`config.mk`:
```
export PLATFORM = sky130hd
export DESIGN_NAME = multicycle_ctrl_flat
export DESIGN_NICKNAME = d
export VERILOG_FILES = /design/src/rtl/multicycle_ctrl_if.sv /design/src/rtl/multicycle_ctrl.sv /design/src/flat_wrapper.sv
export SDC_FILE = /design/constraint.sdc
export NUM_CORES = 1
export LEC_CHECK = 0
export CAP_MARGIN = 40
export CORE_MARGIN = 2
export CORE_UTILIZATION = 39
export DETAILED_ROUTE_END_ITERATION = 12
export GPL_TIMING_DRIVEN = 0
export PLACE_DENSITY = 0.89
export REMOVE_ABC_BUFFERS = 1
export SLEW_MARGIN = 20
export SYNTH_ARGS = -nofsm -noshare
export SYNTH_HDL_FRONTEND = slang
export SYNTH_SLANG_ARGS = --single-unit
```
`constraint.sdc`:
```
create_clock -name clk -period 2.02 [get_ports clk]
set_input_delay 0.404 -clock clk [delete_from_list [all_inputs] [get_ports clk]]
set_output_delay 0.404 -clock clk [all_outputs]
set_load 0.02 [all_outputs]
```
`src/rtl/multicycle_ctrl_if.sv`:
```
// Control bundle between the multicycle RV32I datapath (master) and its controller (slave).
// The datapath supplies instruction fields and the ALU zero flag; the controller returns enables and mux selects.
`timescale 1ns/1ps

interface multicycle_ctrl_if;
    logic [6:0] op;
    logic [2:0] funct3;
    logic       funct7b5;
    logic       zero;
    logic       pcwrite;
    logic       adrsrc;
    logic       memwrite;
    logic       irwrite;
    logic [1:0] resultsrc;
    logic [1:0] alusrca;
    logic [1:0] alusrcb;
    logic [2:0] alucontrol;
    logic [1:0] immsrc;
    logic       regwrite;
    logic       illegal;

    modport master (
        output op, funct3, funct7b5, zero,
        input  pcwrite, adrsrc, memwrite, irwrite, resultsrc, alusrca, alusrcb,
               alucontrol, immsrc, regwrite, illegal
    );

    modport slave (
        input  op, funct3, funct7b5, zero,
        output pcwrite, adrsrc, memwrite, irwrite, resultsrc, alusrca, alusrcb,
               alucontrol, immsrc, regwrite, illegal
    );
endinterface

```
`src/rtl/multicycle_ctrl.sv`:
```
// Multicycle RV32I control FSM: fetch/decode/execute/memory/writeback over 3-5 cycles.
// Optional macro MULTICYCLE_CTRL_BNE_EN lets the BEQ state also resolve bne via funct3.
`timescale 1ns/1ps

module multicycle_ctrl #(
    parameter logic [3:0] RESET_STATE = 4'd0
) (
    input  logic              clk,
    input  logic              reset,
    multicycle_ctrl_if.slave  bus
);

    typedef enum logic [3:0] {
        S_FETCH    = 4'd0,
        S_DECODE   = 4'd1,
        S_MEMADR   = 4'd2,
        S_MEMREAD  = 4'd3,
        S_MEMWB    = 4'd4,
        S_MEMWRITE = 4'd5,
        S_EXECUTER = 4'd6,
        S_EXECUTEI = 4'd7,
        S_ALUWB    = 4'd8,
        S_BEQ      = 4'd9,
        S_JAL      = 4'd10
    } state_t;

    localparam logic [6:0] OP_LOAD   = 7'b0000011;
    localparam logic [6:0] OP_STORE  = 7'b0100011;
    localparam logic [6:0] OP_RTYPE  = 7'b0110011;
    localparam logic [6:0] OP_ITYPE  = 7'b0010011;
    localparam logic [6:0] OP_BRANCH = 7'b1100011;
    localparam logic [6:0] OP_JAL    = 7'b1101111;

    function automatic logic [1:0] imm_decode(input logic [6:0] op);
        logic [1:0] imm;
        case (op)
            OP_LOAD, OP_ITYPE: imm = 2'b00;
            OP_STORE:          imm = 2'b01;
            OP_BRANCH:         imm = 2'b10;
            OP_JAL:            imm = 2'b11;
            default:           imm = 2'b00;
        endcase
        return imm;
    endfunction

    function automatic logic [2:0] alu_decode(input logic [1:0] aluop, input logic [2:0] funct3,
                                              input logic op5, input logic funct7b5);
        logic [2:0] ctl;
        case (aluop)
            2'b00: ctl = 3'b000;
            2'b01: ctl = 3'b001;
            2'b10: begin
                case (funct3)
                    // Only R-type (op[5]=1) turns funct7b5 into sub; addi with imm[10]=1 stays add.
                    3'b000:  ctl = (op5 & funct7b5) ? 3'b001 : 3'b000;
                    3'b010:  ctl = 3'b101;
                    3'b110:  ctl = 3'b011;
                    3'b111:  ctl = 3'b010;
                    default: ctl = 3'b000;
                endcase
            end
            default: ctl = 3'b000;
        endcase
        return ctl;
    endfunction

    function automatic logic op_supported(input logic [6:0] op);
        logic ok;
        case (op)
            OP_LOAD, OP_STORE, OP_RTYPE, OP_ITYPE, OP_BRANCH, OP_JAL: ok = 1'b1;
            default: ok = 1'b0;
        endcase
        return ok;
    endfunction

    state_t     state_q;
    state_t     state_d;

    logic       pcupdate_s;
    logic       branch_s;
    logic       taken_s;
    logic       adrsrc_s;
    logic       memwrite_s;
    logic       irwrite_s;
    logic       regwrite_s;
    logic       illegal_s;
    logic [1:0] resultsrc_s;
    logic [1:0] alusrca_s;
    logic [1:0] alusrcb_s;
    logic [1:0] aluop_s;

    // State register with synchronous reset.
    always_ff @(posedge clk) begin
        if (reset) begin
            state_q <= state_t'(RESET_STATE);
        end else begin
            state_q <= state_d;
        end
    end

    // Next-state logic.
    always_comb begin
        state_d = S_FETCH;
        case (state_q)
            S_FETCH:  state_d = S_DECODE;
            S_DECODE: begin
                case (bus.op)
                    OP_LOAD, OP_STORE: state_d = S_MEMADR;
                    OP_RTYPE:          state_d = S_EXECUTER;
                    OP_ITYPE:          state_d = S_EXECUTEI;
                    OP_BRANCH:         state_d = S_BEQ;
                    OP_JAL:            state_d = S_JAL;
                    default:           state_d = S_FETCH;
                endcase
            end
            S_MEMADR: begin
                if (bus.op == OP_LOAD) begin
                    state_d = S_MEMREAD;
                end else begin
                    state_d = S_MEMWRITE;
                end
            end
            S_MEMREAD:  state_d = S_MEMWB;
            S_MEMWB:    state_d = S_FETCH;
            S_MEMWRITE: state_d = S_FETCH;
            S_EXECUTER: state_d = S_ALUWB;
            S_EXECUTEI: state_d = S_ALUWB;
            S_ALUWB:    state_d = S_FETCH;
            S_BEQ:      state_d = S_FETCH;
            S_JAL:      state_d = S_ALUWB;
            default:    state_d = S_FETCH;
        endcase
    end

    // Moore decode of the per-state control word; unused encodings assert nothing.
    always_comb begin
        pcupdate_s  = 1'b0;
        branch_s    = 1'b0;
        adrsrc_s    = 1'b0;
        memwrite_s  = 1'b0;
        irwrite_s   = 1'b0;
        regwrite_s  = 1'b0;
        illegal_s   = 1'b0;
        resultsrc_s = 2'b00;
        alusrca_s   = 2'b00;
        alusrcb_s   = 2'b00;
        aluop_s     = 2'b00;
        case (state_q)
            S_FETCH: begin
                irwrite_s   = 1'b1;
                alusrcb_s   = 2'b10;
                resultsrc_s = 2'b10;
                pcupdate_s  = 1'b1;
            end
            S_DECODE: begin
                alusrca_s = 2'b01;
                alusrcb_s = 2'b01;
                illegal_s = ~op_supported(bus.op);
            end
            S_MEMADR: begin
                alusrca_s = 2'b10;
                alusrcb_s = 2'b01;
            end
            S_MEMREAD: begin
                adrsrc_s = 1'b1;
            end
            S_MEMWB: begin
                resultsrc_s = 2'b01;
                regwrite_s  = 1'b1;
            end
            S_MEMWRITE: begin
                adrsrc_s   = 1'b1;
                memwrite_s = 1'b1;
            end
            S_EXECUTER: begin
                alusrca_s = 2'b10;
                aluop_s   = 2'b10;
            end
            S_EXECUTEI: begin
                alusrca_s = 2'b10;
                alusrcb_s = 2'b01;
                aluop_s   = 2'b10;
            end
            S_ALUWB: begin
                regwrite_s = 1'b1;
            end
            S_BEQ: begin
                alusrca_s = 2'b10;
                aluop_s   = 2'b01;
                branch_s  = 1'b1;
            end
            S_JAL: begin
                alusrca_s  = 2'b01;
                alusrcb_s  = 2'b10;
                pcupdate_s = 1'b1;
            end
            default: begin
                pcupdate_s = 1'b0;
            end
        endcase
    end

    // Branch condition; the ALU has already computed rs1 - rs2 when BEQ is active.
    always_comb begin
        taken_s = 1'b0;
`ifdef MULTICYCLE_CTRL_BNE_EN
        case (bus.funct3)
            3'b000:  taken_s = bus.zero;
            3'b001:  taken_s = ~bus.zero;
            default: taken_s = 1'b0;
        endcase
`else
        taken_s = bus.zero;
`endif
    end

    // Output stage: reset forces every output low so no strobe leaks during reset.
    always_comb begin
        bus.pcwrite    = 1'b0;
        bus.adrsrc     = 1'b0;
        bus.memwrite   = 1'b0;
        bus.irwrite    = 1'b0;
        bus.resultsrc  = 2'b00;
        bus.alusrca    = 2'b00;
        bus.alusrcb    = 2'b00;
        bus.alucontrol = 3'b000;
        bus.immsrc     = 2'b00;
        bus.regwrite   = 1'b0;
        bus.illegal    = 1'b0;
        if (reset) begin
            bus.pcwrite = 1'b0;
        end else begin
            bus.pcwrite    = pcupdate_s | (branch_s & taken_s);
            bus.adrsrc     = adrsrc_s;
            bus.memwrite   = memwrite_s;
            bus.irwrite    = irwrite_s;
            bus.resultsrc  = resultsrc_s;
            bus.alusrca    = alusrca_s;
            bus.alusrcb    = alusrcb_s;
            bus.alucontrol = alu_decode(aluop_s, bus.funct3, bus.op[5], bus.funct7b5);
            bus.immsrc     = imm_decode(bus.op);
            bus.regwrite   = regwrite_s;
            bus.illegal    = illegal_s;
        end
    end

endmodule

```
`src/flat_wrapper.sv`:
```
// flat-port wrapper written by rule: the top's interface ports become plain ports
module multicycle_ctrl_flat 
#(
    parameter logic [3:0] RESET_STATE = 4'd0
)
  (clk, reset, bus_op, bus_funct3, bus_funct7b5, bus_zero, bus_pcwrite, bus_adrsrc, bus_memwrite, bus_irwrite, bus_resultsrc, bus_alusrca, bus_alusrcb, bus_alucontrol, bus_immsrc, bus_regwrite, bus_illegal);
  multicycle_ctrl_if bus_i ();
  input  logic clk;
  input  logic reset;
  input wire logic [$bits(bus_i.op)-1:0] bus_op;
  input wire logic [$bits(bus_i.funct3)-1:0] bus_funct3;
  input wire logic [$bits(bus_i.funct7b5)-1:0] bus_funct7b5;
  input wire logic [$bits(bus_i.zero)-1:0] bus_zero;
  output wire logic [$bits(bus_i.pcwrite)-1:0] bus_pcwrite;
  output wire logic [$bits(bus_i.adrsrc)-1:0] bus_adrsrc;
  output wire logic [$bits(bus_i.memwrite)-1:0] bus_memwrite;
  output wire logic [$bits(bus_i.irwrite)-1:0] bus_irwrite;
  output wire logic [$bits(bus_i.resultsrc)-1:0] bus_resultsrc;
  output wire logic [$bits(bus_i.alusrca)-1:0] bus_alusrca;
  output wire logic [$bits(bus_i.alusrcb)-1:0] bus_alusrcb;
  output wire logic [$bits(bus_i.alucontrol)-1:0] bus_alucontrol;
  output wire logic [$bits(bus_i.immsrc)-1:0] bus_immsrc;
  output wire logic [$bits(bus_i.regwrite)-1:0] bus_regwrite;
  output wire logic [$bits(bus_i.illegal)-1:0] bus_illegal;
  assign bus_i.op = bus_op;
  assign bus_i.funct3 = bus_funct3;
  assign bus_i.funct7b5 = bus_funct7b5;
  assign bus_i.zero = bus_zero;
  assign bus_pcwrite = bus_i.pcwrite;
  assign bus_adrsrc = bus_i.adrsrc;
  assign bus_memwrite = bus_i.memwrite;
  assign bus_irwrite = bus_i.irwrite;
  assign bus_resultsrc = bus_i.resultsrc;
  assign bus_alusrca = bus_i.alusrca;
  assign bus_alusrcb = bus_i.alusrcb;
  assign bus_alucontrol = bus_i.alucontrol;
  assign bus_immsrc = bus_i.immsrc;
  assign bus_regwrite = bus_i.regwrite;
  assign bus_illegal = bus_i.illegal;
  multicycle_ctrl #(.RESET_STATE(RESET_STATE)) u_core (.clk(clk), .reset(reset), .bus(bus_i));
endmodule
```
# Word level (Yosys, flattened, before mapping)
# Index checks and enable logic that the tools add are counted.
[totals] register_bits=4 in_bits=14 output_inout_bits=17 elab_cells=69
[op_classes] n_eq_ne=21 mux=31 bitwise=4 n_reduce_logical=12
[ops] cell="$pmux 4 s5" n=2
[ops] cell="$eq 4x3->1 const B" n=4
[ops] cell="$mux 1" n=16
[ops] cell="$pmux 2 s2" n=4
[ops] cell="$eq 7x6->1 const B" n=2
[ops] cell="$eq 7x7->1 const B" n=2
[ops] cell="$eq 4x4->1 const B" n=3
[ops] cell="$pmux 3 s4" n=1
[ops] cell="$reduce_or 2->1" n=6
[ops] cell="$eq 4x2->1 const B" n=2
[ops] cell="$mux 2" n=4
[ops] cell="$eq 7x2->1 const B" n=1
[ops] cell="$eq 7x5->1 const B" n=1
[ops] cell="$eq 3x3->1 const B" n=2
[ops] cell="$mux 3" n=2
[ops] cell="$pmux 2 s3" n=1
[ops] cell="$pmux 3 s2" n=1
[ops] cell="$reduce_or 3->1" n=2
[ops] cell="$reduce_or 6->1" n=1
[ops] cell="$eq 4x1->1 const B" n=1
[ops] cell="$logic_not 4->1" n=1
[ops] cell="$reduce_or 4->1" n=1
[ops] cell="$eq 3x2->1 const B" n=1
[ops] cell="$logic_not 3->1" n=1
[ops] cell="5 further kinds" n=6

# Depth between registers and ports, before layout
[depth] word_depth=7 ltp_mapped=7

# Least setup slack after synthesis
# OpenSTA, ideal clock, no wires.
[synth_timing] kind="register to output" from="register u_core.state_q[3]" to="output port bus_alucontrol[0]" t_arrival_ps=1713 required_ps=1616 setup_slack_ps=-97 path_stages_with_launch=6 n_path_buf=1 cell_sequence="dfxtp_1 -> buf_6 -> inv_1 -> or3_1 -> ha_1 -> a211oi_1"
[synth_via] elab_chain_cells=6
[synth_lines] item="from (decl)" line_no="multicycle_ctrl.sv:76" text="state_t state_q;"
[synth_lines] item="from (signal assigned)" line_no="multicycle_ctrl.sv:95" text="state_q <= state_t'(RESET_STATE);"
[synth_lines] item="from (signal assigned)" line_no="multicycle_ctrl.sv:97" text="state_q <= state_d;"
[synth_lines] item="$eq 4x3->1" line_no="multicycle_ctrl.sv:148" text="case (state_q)"
[synth_lines] item="$reduce_or 2->1 (no line)"
[synth_lines] item="$pmux 2 s2 (*)" line_no="multicycle_ctrl.sv:148"
[synth_lines] item="$eq 2x2->1 / $eq 2x1->1 (equally long branches)" line_no="multicycle_ctrl.sv:49" text="case (aluop)"
[synth_lines] item="$pmux 3 s2 (*)" line_no="multicycle_ctrl.sv:49"
[synth_lines] item="$mux 3 (*)" line_no="multicycle_ctrl.sv:230" text="if (reset) begin"
[synth_lines] item="to (decl)" line_no="flat_wrapper.sv:21" text="output wire logic [$bits(bus_i.alucontrol)-1:0] bus_alucontrol;"
# Every way passes the cells marked *; elsewhere a longest branch is shown, timed or not.

# Worst setup path in the final report
[layout_timing] from="register u_core.state_q[2]" to="output port bus_alucontrol[2]"
# Same word-level chain as after synthesis.

==> impl_metrics.json <==
{
  "cts_tree": "done",
  "antenna_found_initial": 0,
  "hpwl_um": 1080,
  "grtUsageTotal_pct": 22.1,
  "final_common_cell": "buf_4",
  "power.total_w": 0.000292,
  "core_um2": 1490,
  "drt_pass1_iterations": 4,
  "drv_slew": 0,
  "setup.worst_path.end_class": "output pin",
  "synth_compound_area_share_pct": 18.6,
  "synthSimpleGateAreaFrac_pct": 47.5,
  "power-per-cell-area_nw_per_um2": 277,
  "wl_met2_um": 1060,
  "ys.flop_type": "dfxtp_1",
  "pre_cts_ws_ns": -0.864,
  "grt_pass1_wl_um": 3240,
  "synth_seq_area_share_pct": 13.2,
  "p_leak_nw": 0.486,
  "max_freq_ghz": 0.474,
  "wl_met1_um": 817,
  "grt_overflow": 0,
  "die_height_um": 43.4,
  "crit_path_start_kind": "flop",
  "cpPeakStageDelay_ns": 0.36,
  "reg_top3": "u_core.state_q: 4 flops",
  "io-pin-count": 31,
  "period_minus_slack_ns": 2.11,
  "synth_area_um2": 606,
  "num_rows": 14,
  "io_buffers": 30,
  "rsz0062_at_grt": "true",
  "vdd_drop_max_uv": 155,
  "holdPathStages": 2,
  "synth_fa_ha_area_share_pct": 4.13,
  "cp_cell_sequence": "nand2b_4, or3_4, ha_4, nor2_2, and3_4, buf_6",
  "clk_pin_slew_ns": 0.04,
  "critical_path_class": "flop to output pin",
  "ant_nets": 0,
  "synth_top_family_by_area": "simple AND/OR/NAND/NOR gates",
  "initial_core_util_pct": 40.7,
  "fin_ws_ns": -0.0883,
  "yosysTopAreaCell": "dfxtp_1",
  "largest_reg_flops": 4,
  "synth_xor_xnor_area_share_pct": 4.34,
  "violations": "negative setup slack",
  "required_ns": 1.62,
  "crit_slowest_cell": "or3_4",
  "die_x_um": 43.4,
  "clock_skew_ns": 0.0000470,
  "period_share_pct": 104,
  "drive_gt1_share_pct": 46.8,
  "netlist_instances": 79,
  "maxCapViolCount": 0,
  "die-area_um2": 1880,
  "grt_pass1_vias": 772,
  "cts_buffer_depth": 2,
  "synth_area_leaders": "dfxtp_1 (13%), and3_1 (5.2%), nor2b_1 (5.2%), nor3_1 (5.0%), nor3b_1 (5.0%)",
  "gp_congestion": 0.793,
  "relSlewSlack_pct": 82.1,
  "clk_latency_ns": 0.23,
  "topRoutingLayerUsed": "met4",
  "wl_per_cell_um": 14.3,
  "placedCellCount": 119,
  "clock-root-buffer": "clkbuf_4",
  "n_antenna_cell": 0,
  "hold_buffers": 0,
  "layout_common_cells": "buf_4 (18), dlygate4sd2_1 (11), buf_2 (8)",
  "wl_met3_um": 106,
  "async_flop_share_pct": 0,
  "fin_cells": 140,
  "vias_per_cell": 5.59,
  "whs_ns": 0.613,
  "avgSynthCellArea_um2": 7.67,
  "top_register": "u_core.state_q",
  "ys_types": 36,
  "drt_wl_total_um": 2000,
  "ys_ff_latch": 4,
  "drt_iter0_markers": 13,
  "setup-violations-final": 2,
  "hold_viol": 0,
  "grt_start_max_net_pins": 15,
  "crit_path_max_fanout": 5,
  "nets": 142,
  "ys_warn_count": 0,
  "arrival_ns": 1.70,
  "reg2reg_depth": 3,
  "final_util_pct": 70.8,
  "synth_edf_count": 0,
  "num_vias": 782,
  "htreeDepth": 1,
  "cts_buffers": 3,
  "drc_errors": 0,
  "yosysTopAreaCellShare_pct": 13.2,
  "tightestPinTransition_ns": 0.268,
  "area_growth_syn_to_layout_pct": 74.0,
  "status": "finished, violations left",
  "synth.mux.area_fraction_pct": 0,
  "clock-sinks": 4,
  "hp-class": "input port to flop"
}
==> final timing paths <==
kind	startpoint	slack (ns)	end
worst max register to register	u_core.state_q[0]$_SDFF_PP0_	0.76	u_core.state_q[2]$_SDFF_PP0_
worst max-delay path	u_core.state_q[2]$_SDFF_PP0_	-0.09	bus_alucontrol[2]
worst min-delay path	reset	0.61	u_core.state_q[3]$_SDFF_PP0_
worst min register to register	u_core.state_q[0]$_SDFF_PP0_	0.62	u_core.state_q[0]$_SDFF_PP0_
==> Yosys cell counts (2+ instances only) <==
master,instances
nor2_1,6
nor3_1,6
and3_1,5
inv_1,5
nor2b_1,5
dfxtp_1,4
nand2_1,4
nor3b_1,4
a21oi_1,3
xnor2_1,3
a211oi_1,2
a2bb2oi_1,2
clkbuf_8,2
ha_1,2
nand3_1,2
nor4_1,2
o221a_2,2
or3_1,2
==> power by group <==
part           internal [W]  total [W]  switching (W)
Sequential        0.0000773  0.0000809     0.00000359
Clock             0.0000665  0.0000991      0.0000326
Combinational     0.0000552   0.000112      0.0000564
Total              0.000199   0.000292      0.0000927
==> kinds of logic after synthesis <==
logic type,count (synthesis)
adders and majority gates,2
and+or+nand+nor,45
AOI/OAI and AO/OA,14
DFF,4
xor gates and xnor gates,3
buffers and inverters,11
==> area by class of cell <==
class | count | area [um^2]
Timing Repair Buffer | 48 | 374
Fill cell | 122 | 435
Sequential cell | 4 | 95.1
Multi-Input combinational cell | 64 | 523
Tap cell | 16 | 20.0
Clock buffer | 3 | 22.5
Inverter | 5 | 18.8
==> routing by layer <==
metal | track usage, % | up-vias
li1 | - | 385
met1 | 26.7 | 366
met2 | 39.1 | 29
met3 | 1.67 | 2
met4 | 10.9 | 0
met5 | 0 | -
==> worst max-delay path: cells and delay by family (launching register included) <==
kind	cells	cell delay, ns
and+or+nand+nor	4	0.70
DFF	1	0.35
buffers and inverters	1	0.12
adders and majority gates	1	0.29
==> timing repair <==
| item | CTS | global route |
|---|---|---|
| gates resized for setup | 81 | 15 |
| pin swaps | 2 | 2 |
| endpoints found under the setup margin | 17 | 7 |
| setup buffers | 15 | 3 |
==> through the flow <==
stage | area (um^2) | setup TNS (ns)
after detailed placement | 871 | -9.08
after CTS | 1020 | -0.135
after global placement | 871 | -8.42
after global routing | 1050 | -0.262
after floorplan | 551 | -0.476
final | 1050 | -0.166
No activity file was read; power rests on OpenSTA's default activity.
